**src/rtl/vjtag_debug_bridge.sv**
```systemverilog
// vjtag_debug_bridge: virtual JTAG TAP-side responder. It decodes the
// instruction register, runs a 32-bit data shift register with a
// length that depends on the instruction, and turns WRITE/READ
// update-DR events into byte requests on a debug memory port.
// Everything runs in the tck domain, which drives `clock`.
module vjtag_debug_bridge #(
  parameter logic [31:0] IDCODE = 32'h4E45_5301
) (
  input  logic        clock,
  input  logic        reset,
  input  logic        tdi,
  output logic        tdo,
  input  logic [23:0] ir_in,
  output logic [23:0] ir_out,
  input  logic        virtual_state_cdr,
  input  logic        virtual_state_sdr,
  input  logic        virtual_state_e1dr,
  input  logic        virtual_state_pdr,
  input  logic        virtual_state_e2dr,
  input  logic        virtual_state_udr,
  input  logic        virtual_state_cir,
  input  logic        virtual_state_uir,
  output logic        mem_req_valid,
  input  logic        mem_req_ready,
  output logic        mem_req_write,
  output logic [15:0] mem_req_addr,
  output logic [7:0]  mem_req_wdata,
  input  logic        mem_resp_valid,
  input  logic [7:0]  mem_resp_rdata
);

  typedef enum logic [2:0] {
    INS_BYPASS,
    INS_IDCODE,
    INS_SET_ADDR,
    INS_WRITE,
    INS_READ,
    INS_STATUS
  } instr_e;

  typedef enum logic [1:0] {
    ST_IDLE,
    ST_REQ,
    ST_WAIT
  } req_state_e;

  instr_e     instr;
  req_state_e state_q;
  req_state_e state_next;

  logic [31:0] sr;
  logic [31:0] sr_capture;
  logic [31:0] sr_shift;
  logic [15:0] addr;
  logic [7:0]  rdata_q;
  logic        rd_valid;
  logic        overrun;
  logic        busy;
  logic        is_mem_op;
  logic        issue;

  // The exit/pause states and IR-side strobes carry no action here; the
  // upper IR bits are reserved. Folding them keeps them visibly consumed.
  logic unused_inputs;
  assign unused_inputs = ^{ir_in[23:8], virtual_state_e1dr, virtual_state_pdr,
                           virtual_state_e2dr, virtual_state_cir, virtual_state_uir};

  assign busy      = (state_q != ST_IDLE);
  assign is_mem_op = (instr == INS_WRITE) || (instr == INS_READ);
  assign issue     = virtual_state_udr && is_mem_op && !busy;

  // Instruction decode straight from ir_in; unknown codes act as BYPASS.
  always_comb begin
    // NOTE: every always_comb output gets a default first so no path can
    // leave it unassigned, which would otherwise infer a latch.
    instr = INS_BYPASS;
    case (ir_in[7:0])
      8'h01:   instr = INS_IDCODE;
      8'h02:   instr = INS_SET_ADDR;
      8'h03:   instr = INS_WRITE;
      8'h04:   instr = INS_READ;
      8'h05:   instr = INS_STATUS;
      default: instr = INS_BYPASS;
    endcase
  end

  // Capture value and LSB-first shift value; tdi enters at bit L-1.
  always_comb begin
    sr_capture = 32'h0;
    sr_shift   = {1'b0, sr[31:1]};
    case (instr)
      INS_IDCODE: begin
        sr_capture   = IDCODE;
        sr_shift[31] = tdi;
      end
      INS_SET_ADDR: begin
        sr_capture   = {16'h0, addr};
        sr_shift[15] = tdi;
      end
      INS_WRITE: begin
        sr_capture  = 32'h0;
        sr_shift[7] = tdi;
      end
      INS_READ: begin
        sr_capture  = {24'h0, rdata_q};
        sr_shift[7] = tdi;
      end
      INS_STATUS: begin
        sr_capture  = {24'h0, 5'b0, overrun, rd_valid, busy};
        sr_shift[7] = tdi;
      end
      default: begin
        sr_capture  = 32'h0;
        sr_shift[0] = tdi;
      end
    endcase
  end

  // Shift register, tdo, status register and the address/data datapath.
  always_ff @(posedge clock) begin
    // NOTE: sequential state uses non-blocking assignments so every
    // register samples the pre-edge values, independent of statement order.
    if (reset) begin
      // NOTE: the shift register is reset along with the status state even
      // though its contents are reloaded on every capture; this keeps tdo
      // deterministic straight out of reset.
      sr            <= 32'h0;
      tdo           <= 1'b0;
      ir_out        <= 24'h0;
      addr          <= 16'h0;
      rdata_q       <= 8'h0;
      rd_valid      <= 1'b0;
      overrun       <= 1'b0;
      mem_req_write <= 1'b0;
      mem_req_addr  <= 16'h0;
      mem_req_wdata <= 8'h0;
    end else begin
      tdo    <= sr[0];
      ir_out <= {16'h0, 5'b0, overrun, rd_valid, busy};

      if (virtual_state_cdr) begin
        sr <= sr_capture;
      end else if (virtual_state_sdr) begin
        sr <= sr_shift;
      end

      if (virtual_state_udr) begin
        case (instr)
          INS_SET_ADDR: addr <= sr[15:0];
          INS_STATUS:   if (sr[2]) overrun <= 1'b0;
          INS_WRITE, INS_READ: begin
            if (busy) begin
              overrun <= 1'b1;
            end else begin
              mem_req_write <= (instr == INS_WRITE);
              mem_req_addr  <= addr;
              addr          <= addr + 16'd1;
              if (instr == INS_WRITE) mem_req_wdata <= sr[7:0];
              else                    rd_valid      <= 1'b0;
            end
          end
          default: ;
        endcase
      end

      // Responses only count while a read is outstanding.
      if (state_q == ST_WAIT && mem_resp_valid) begin
        rdata_q  <= mem_resp_rdata;
        rd_valid <= 1'b1;
      end
    end
  end

  // Request FSM state register.
  always_ff @(posedge clock) begin
    if (reset) state_q <= ST_IDLE;
    else       state_q <= state_next;
  end

  // Request FSM next state; valid is asserted for the whole REQ state.
  always_comb begin
    state_next    = state_q;
    mem_req_valid = 1'b0;
    case (state_q)
      ST_IDLE: if (issue) state_next = ST_REQ;
      ST_REQ: begin
        mem_req_valid = 1'b1;
        if (mem_req_ready) state_next = mem_req_write ? ST_IDLE : ST_WAIT;
      end
      ST_WAIT: if (mem_resp_valid) state_next = ST_IDLE;
      default: state_next = ST_IDLE;
    endcase
  end

endmodule

```
**config.mk**
```make
export PLATFORM = sky130hd
export DESIGN_NAME = vjtag_debug_bridge
export DESIGN_NICKNAME = d
export VERILOG_FILES = /design/src/rtl/vjtag_debug_bridge.sv
export SDC_FILE = /design/constraint.sdc
export NUM_CORES = 1
export LEC_CHECK = 0
export CORE_MARGIN = 4
export CORE_UTILIZATION = 55
export DETAILED_ROUTE_END_ITERATION = 16
export GPL_ROUTABILITY_DRIVEN = 0
export GPL_TIMING_DRIVEN = 0
export PLACE_DENSITY = 0.86
export REMOVE_ABC_BUFFERS = 1
export SLEW_MARGIN = 40
export SYNTH_ARGS = -nofsm -noshare
export SYNTH_HDL_FRONTEND = slang
export SYNTH_SLANG_ARGS = --single-unit
```
**constraint.sdc**
```tcl
create_clock -name clock -period 3.45 [get_ports clock]
set_clock_uncertainty 0.05 [all_clocks]
set_input_delay 0.69 -clock clock [delete_from_list [all_inputs] [get_ports clock]]
set_output_delay 0.69 -clock clock [all_outputs]
set_load 0.03 [all_outputs]
```
==> impl_metrics.py, run 1 <==
metrics = {
    "grt": {
        "grt_pass1_vias": 3453,
        "grt_overflow_total": 0,
        "antenna_found_initial": 0,
        "use_met1_pct": 25.7,
        "grt.busiest_layer": "met2",
        "track_usage_pct": 20.3,
        "grt_use_met2_pct": 33.3,
        "grt_pass1_wl_um": 16200,
        "grt_max_degree": 52,
        "grt_use_met3_pct": 3.95,
    },
    "floorplanning": {
        "core.rowCount": 32,
        "core_area_um2": 7770,
        "start_util_pct": 56.6,
        "die-height_um": 97.4,
        "dieWidth_um": 97.4,
        "ios": 96,
        "fp.dieArea_um2": 9490,
    },
    "sta": {
        "clock.fmax_mhz": 309,
        "hold_viol_final": 0,
        "period_share_pct": 93.7,
        "drv_slew": 0,
        "min_period_ns": 3.23,
        "fin_hold_ws_ns": 0.407,
        "slew-limit-headroom_pct": 54.4,
        "setup_viol": 0,
        "tightestPinTransition_ns": 0.682,
        "setup-tns-final_ns": 0,
        "rsz0062_at_grt": "false",
    },
    "clock_tree": {
        "cts_setup_buffers": 0,
        "postCtsHoldBufs": 0,
        "numCtsBuffers": 9,
        "cts_max_level": 3,
        "clockRootBuffer": "clkbuf_8",
        "clk_transition_reported_paths_ns": 0.08,
        "cts_tree": "built",
        "clock_sinks": 89,
        "ctsResizeCount": 0,
        "clock_latency_ns": 0.36,
        "clk_path_buf_depth": 2,
    },
    "setup_path": {
        "worst-endpoint-required_ns": 3.65,
        "start_kind": "input port",
        "timing.critical_path.slowest_cell_delay_ns": 0.87,
        "critPathCaptureType": "register",
        "crit_slowest_cell": "clkdlybuf4s50_1",
        "crit_chain": "clkdlybuf4s50_1, nor3b_2, o211a_1, nand3_1, nand2_1, a21oi_1",
        "cp_max_fo": 17,
        "worstSetupPathType": "input port to register",
        "reg2reg_depth": 5,
        "arrival_ns": 3.43,
    },
    "drt": {
        "vias": 3764,
        "ant_nets": 0,
        "drc": 0,
        "dr.pass1.iters": 4,
        "wirelength_um": 9700,
        "routedWlPerCell_um": 14.6,
        "initialDrtViolationCount": 306,
        "vias_per_cell": 5.68,
    },
    "synthesis": {
        "synth_xor_area_share_pct": 0,
        "netlist_instances": 528,
        "synth-seq-area-share_pct": 40.5,
        "synth_area_per_cell_um2": 8.32,
        "yosys.area_share.simple_pct": 23.3,
        "synth_edf_count": 0,
        "async_flop_share_pct": 0,
        "synth_compound_area_share_pct": 18.9,
        "syn_area_um2": 4400,
        "ys_ff_latch": 89,
        "synth_top_family_by_area": "simple AND/OR/NAND/NOR gates",
        "ys_types": 59,
        "synth_warnings": 0,
        "synthMuxAreaShare_pct": 8.65,
        "yosys.area_share.adder_pct": 0.285,
        "ys_dominant_reg_cell": "dfxtp_1",
    },
    "pwr": {
        "switchingPower_mw": 0.471,
        "irDropWorstVdd_v": 0.000275,
        "internal-power_mw": 1.41,
        "switching_share_pct": 25.0,
        "powerDensity_nw_per_um2": 374,
        "leakagePower_nw": 1.89,
        "power_mw": 1.88,
        "p_clk_share_pct": 36.0,
        "pwr-share-seq_pct": 55.3,
        "comb_power_share_pct": 8.7,
    },
    "outcome": {
        "outcome": "completed",
    },
    "min_path": {
        "hold_path.class": "register to register",
        "holdPathStages": 2,
    },
    "layout": {
        "seq_area_um2": 1780,
        "post-route-util_pct": 64.7,
        "multiInputGateArea_um2": 2340,
        "fillerInstances": 674,
        "finalNetCount": 602,
        "diodes": 0,
        "drive_gt1_share_pct": 5.53,
        "synthToLayoutAreaGrowth_pct": 14.4,
        "design_area_um2": 5030,
    },
    "place": {
        "dp_hpwl_um": 6860,
        "dpl_cell_area_um2": 4820,
        "portBuffers": 53,
    },
    "flow_run": {
        "maxCapViolCount": 0,
    },
}
-- area by class of cell --
cell class	count	share of cell area (%)
clock buffers	13	3.36
clock inverters	3	0.473
inverters	9	0.672
multi-input cells	392	46.5
flip-flops and latches	89	35.4
well taps	102	2.54
repair buffers	55	11.0
-- critical path: cells and delay by family --
family                 cells  cell delay [ns]
AOI/OAI and AO/OA          2             0.59
buffers and inverters      1             0.87
and+or+nand+nor            3             1.28
-- flip-flops by register name, summed over array words and instances, names as in the netlist, 2 cells and up --
register,flops
sr,32
rdata_q,8
mem_req_wdata,8
addr,16
mem_req_addr,16
ir_out,3
state_q,2
-- metal layers --
layer / routed length, um / vias to the layer above
met4: 228 / 0
li1: - / 1873
met3: 578 / 21
met1: 4230 / 1736
met5: 0 / -
met2: 4670 / 134
-- synthesized netlist by cell type (2+ instances only) --
library cell | n | area, um2
dfxtp_1 | 89 | 1780
nor2_1 | 67 | 251
nand2_1 | 51 | 191
a21oi_1 | 44 | 220
mux2i_1 | 38 | 380
buf_4 | 23 | 173
clkbuf_1 | 19 | 71.3
nor2b_1 | 19 | 119
o21ai_0 | 16 | 80.1
nor3_1 | 14 | 70.1
a211oi_1 | 12 | 90.1
buf_2 | 12 | 60.1
a31oi_1 | 10 | 62.6
nand2b_1 | 10 | 62.6
inv_1 | 9 | 33.8
nand3_1 | 8 | 40.0
and3_1 | 6 | 37.5
a22o_1 | 5 | 43.8
nand4_1 | 5 | 31.3
and2_1 | 4 | 25.0
nor3b_1 | 4 | 30.0
nor4_1 | 4 | 25.0
o22a_1 | 4 | 35.0
o22ai_1 | 4 | 25.0
o32ai_1 | 4 | 35.0
a22oi_1 | 3 | 22.5
buf_1 | 3 | 11.3
or3_1 | 3 | 18.8
and3b_1 | 2 | 17.5
nand3b_1 | 2 | 15.0
o211a_1 | 2 | 20.0
o2bb2ai_1 | 2 | 17.5
o31a_1 | 2 | 17.5
o31ai_1 | 2 | 15.0
or2_2 | 2 | 12.5
-- power groups by stage --
stage / logic [mW] / clock network (mW) / registers [mW]
floorplan: 0.0830 / 0 / 1.06
global placement: 0.159 / 0 / 1.06
detailed placement: 0.161 / 0 / 1.06
CTS: 0.162 / 0.691 / 1.04
global route: 0.177 / 0.725 / 1.04
finish: 0.164 / 0.678 / 1.04
-- placed cells by master (no fill, tap or decap), drive strengths merged, types with 3 or more instances in the layout --
master	n
o22ai	4
a31oi	10
nand3	8
nor2	69
dfxtp	89
nor4	4
buf	5
a211oi	12
nand2	51
o21ai	17
clkbuf	13
o22a	4
a21oi	44
o32ai	4
nand2b	10
nor3	15
nand4	5
mux2i	38
a22oi	3
nor3b	5
inv	9
conb	21
and2	4
nor2b	19
and3	6
a22o	6
clkdlybuf4s50	50
or3	3
-- path summary, 6_finish.rpt --
path | startpoint | endpoint | slack [ns]
min | mem_req_addr[12] | mem_req_addr[12] | 0.41
max | ir_in[2] | mem_req_addr[7] | 0.22
max reg2reg | state_q[1] | addr[12] | 1.22
min reg2reg | mem_req_addr[12] | mem_req_addr[12] | 0.41
-- metrics by stage --
| stage | cells | setup slack (ns) |
|---|---|---|
| floorplan | 490 | 1.20 |
| global placement | 645 | -0.608 |
| detailed placement | 646 | -0.124 |
| CTS | 662 | 0.261 |
| global route | 663 | 0.0727 |
| finish | 663 | 0.217 |
-- cell families (layout without fill, tap and decap cells) --
group / after synthesis / in the layout
buf+inv: 67 / 80
flops: 89 / 89
other cells: 1 / 21
compound gates: 125 / 125
fa+ha+maj: 1 / 1
simple gates: 207 / 207
mux: 38 / 38
(Power assumes the default switching activity.)
==> run 2: changes to the inputs <==
--- a/config.mk
+++ b/config.mk
@@ -12,6 +12,7 @@
 export GPL_TIMING_DRIVEN = 0
 export PLACE_DENSITY = 0.86
 export REMOVE_ABC_BUFFERS = 1
+export SETUP_SLACK_MARGIN = 0.15
 export SLEW_MARGIN = 40
 export SYNTH_ARGS = -nofsm -noshare
 export SYNTH_HDL_FRONTEND = slang
==> run 2 against run 1 <==
Compared with the run above: critical endpoint is now addr[12]; combinational power about the same; total power barely moved; critical path depth unchanged; final area about the same.
==> impl_metrics.py, run 2 (synthesized netlist as in run 1, its figures left out) <==
metrics = {
    "outcome": {
        "outcome": "completed",
    },
    "place": {
        "dp_slack_ns": -0.124,
        "dp_hpwl_um": 6860,
        "dpl_cell_area_um2": 4820,
        "portBuffers": 53,
    },
    "setup_path": {
        "arrival_ns": 3.31,
        "worst-endpoint-required_ns": 3.67,
        "rr_startpoint": "state_q[1]",
        "start_kind": "input port",
        "critPathCaptureType": "register",
        "reg2reg_depth": 5,
        "crit_chain": "clkdlybuf4s50_1, nor3b_2, a22o_2, and3_1, nand2_1, o32ai_1",
        "cp_max_fo": 17,
        "ff2ff_setup_slack_ns": 1.19,
        "worstSetupPathType": "input port to register",
        "timing.critical_path.slowest_cell_delay_ns": 0.86,
        "rr_endpoint": "addr[12]",
        "crit_slowest_cell": "clkdlybuf4s50_1",
    },
    "sta": {
        "tightestPinTransition_ns": 0.681,
        "drv_slew": 0,
        "min_period_ns": 3.08,
        "timing.final.ws_setup_ns": 0.365,
        "period_share_pct": 89.4,
        "rsz0062_at_grt": "false",
        "slew-limit-headroom_pct": 54.5,
        "clock.fmax_mhz": 324,
        "fin_hold_ws_ns": 0.407,
        "hold_viol_final": 0,
        "setup_viol": 0,
    },
    "floorplanning": {
        "dieWidth_um": 97.4,
        "core.rowCount": 32,
        "core_area_um2": 7770,
        "ios": 96,
        "start_util_pct": 56.6,
        "fp.dieArea_um2": 9490,
        "die-height_um": 97.4,
    },
    "layout": {
        "synthToLayoutAreaGrowth_pct": 14.5,
        "diodes": 0,
        "final_cell_mix": "dfxtp_1 (89), nor2_1 (67), nand2_1 (51), clkdlybuf4s50_1 (50), a21oi_1 (44)",
        "largest-register": "sr",
        "fillerInstances": 672,
        "design_area_um2": 5030,
        "largest_reg_flops": 32,
        "final_common_cell": "dfxtp_1",
        "drive_gt1_share_pct": 5.70,
        "reg.largest.list": "sr (32), addr (16), mem_req_addr (16)",
        "finalNetCount": 602,
    },
    "grt": {
        "grt_pass1_vias": 3453,
        "grt_overflow_total": 0,
        "antenna_found_initial": 0,
        "grt_max_degree": 52,
        "track_usage_pct": 20.3,
        "grt_pass1_wl_um": 16200,
    },
    "pwr": {
        "p_clk_share_pct": 36.0,
        "switching_share_pct": 25.0,
        "power_mw": 1.88,
        "powerDensity_nw_per_um2": 374,
        "comb_power_share_pct": 8.7,
        "leakagePower_nw": 1.89,
        "internal-power_mw": 1.41,
        "irDropWorstVdd_v": 0.000276,
        "pwr-share-seq_pct": 55.3,
        "switchingPower_mw": 0.472,
    },
    "drt": {
        "dr.pass1.iters": 5,
        "initialDrtViolationCount": 309,
        "drc": 0,
        "vias": 3773,
        "routedWlPerCell_um": 14.7,
        "vias_per_cell": 5.69,
        "wirelength_um": 9730,
        "ant_nets": 0,
    },
    "clock_tree": {
        "clockRootBuffer": "clkbuf_8",
        "clk_transition_reported_paths_ns": 0.09,
        "clock_latency_ns": 0.36,
        "clock_sinks": 89,
        "cts_max_level": 3,
        "cts_tree": "built",
        "numCtsBuffers": 9,
        "clk_path_buf_depth": 2,
    },
    "min_path": {
        "hold_path.class": "register to register",
        "whs_endpoint": "mem_req_addr[12]",
        "hp-start": "mem_req_addr[12]",
        "holdPathStages": 2,
    },
    "flow_run": {
        "maxCapViolCount": 0,
    },
}
==> run 2: cell types whose count changed in the layout (fill, tap and decap cells not counted) <==
cell	before	now
nand3_2	0	1
nand3_1	8	7
==> run 2: layout make-up <==
class	instances	area (um2)	area share, %
multi-input combinational	392	2340	46.5
sequential	89	1780	35.4
timing repair buffer	55	556	11.0
clock buffer	13	169	3.36
tap	102	128	2.54
inverter	9	33.8	0.671
clock inverter	3	23.8	0.472
==> run 2: power by group through the flow <==
stage	logic, mW	registers, mW	clock network [mW]
3_5_place_dp	0.161	1.06	0
4_1_cts	0.162	1.04	0.691
2_1_floorplan	0.0830	1.06	0
3_3_place_gp	0.159	1.06	0
6_report	0.164	1.04	0.679
5_1_grt	0.177	1.04	0.725
==> run 2: worst max-delay path, delay by kind of cell <==
kind	cells	cell delay, ns
buf+inv	1	0.86
compound gates	2	0.44
simple gates	3	1.31
==> run 2: stage by stage <==
step | cells | utilization (%) | TNS, ns
5_1_grt | 663 | 64.8 | 0
2_1_floorplan | 490 | - | 0
3_3_place_gp | 645 | 61.8 | -12.31
6_report | 663 | 64.8 | 0
4_1_cts | 662 | 64.5 | 0
3_5_place_dp | 646 | 62.1 | -1.84
==> run 2: timing repair <==
action,in CTS,in global routing
gates resized for setup,0,1
hold buffers,0,0
endpoints found under the setup margin,0,16
setup buffers,0,0
==> run 2: metal layers <==
metal / vias to the layer above / part of all wire [%] / global-route usage, %
met5: - / 0 / 0
met4: 0 / 2.3 / 9.48
met3: 20 / 6.5 / 3.95
met2: 142 / 49 / 33.3
met1: 1741 / 42 / 25.7
li1: 1870 / - / -
==> run 2: how the worst max path moves through the flow <==
| stage | from | to | slack [ns] | cells after the start |
|---|---|---|---|---|
| 2_1_floorplan | ir_in[3] | mem_req_addr[0] | 1.20 | 5 |
| 3_3_place_gp | reset | addr[12] | -0.61 | 4 |
| 3_5_place_dp | ir_in[2] | mem_req_addr[14] | -0.12 | 6 |
| 4_1_cts | ir_in[2] | mem_req_addr[14] | 0.26 | 6 |
| 5_1_grt | ir_in[2] | addr[7] | 0.23 | 6 |
| 6_report | ir_in[2] | addr[12] | 0.37 | 6 |
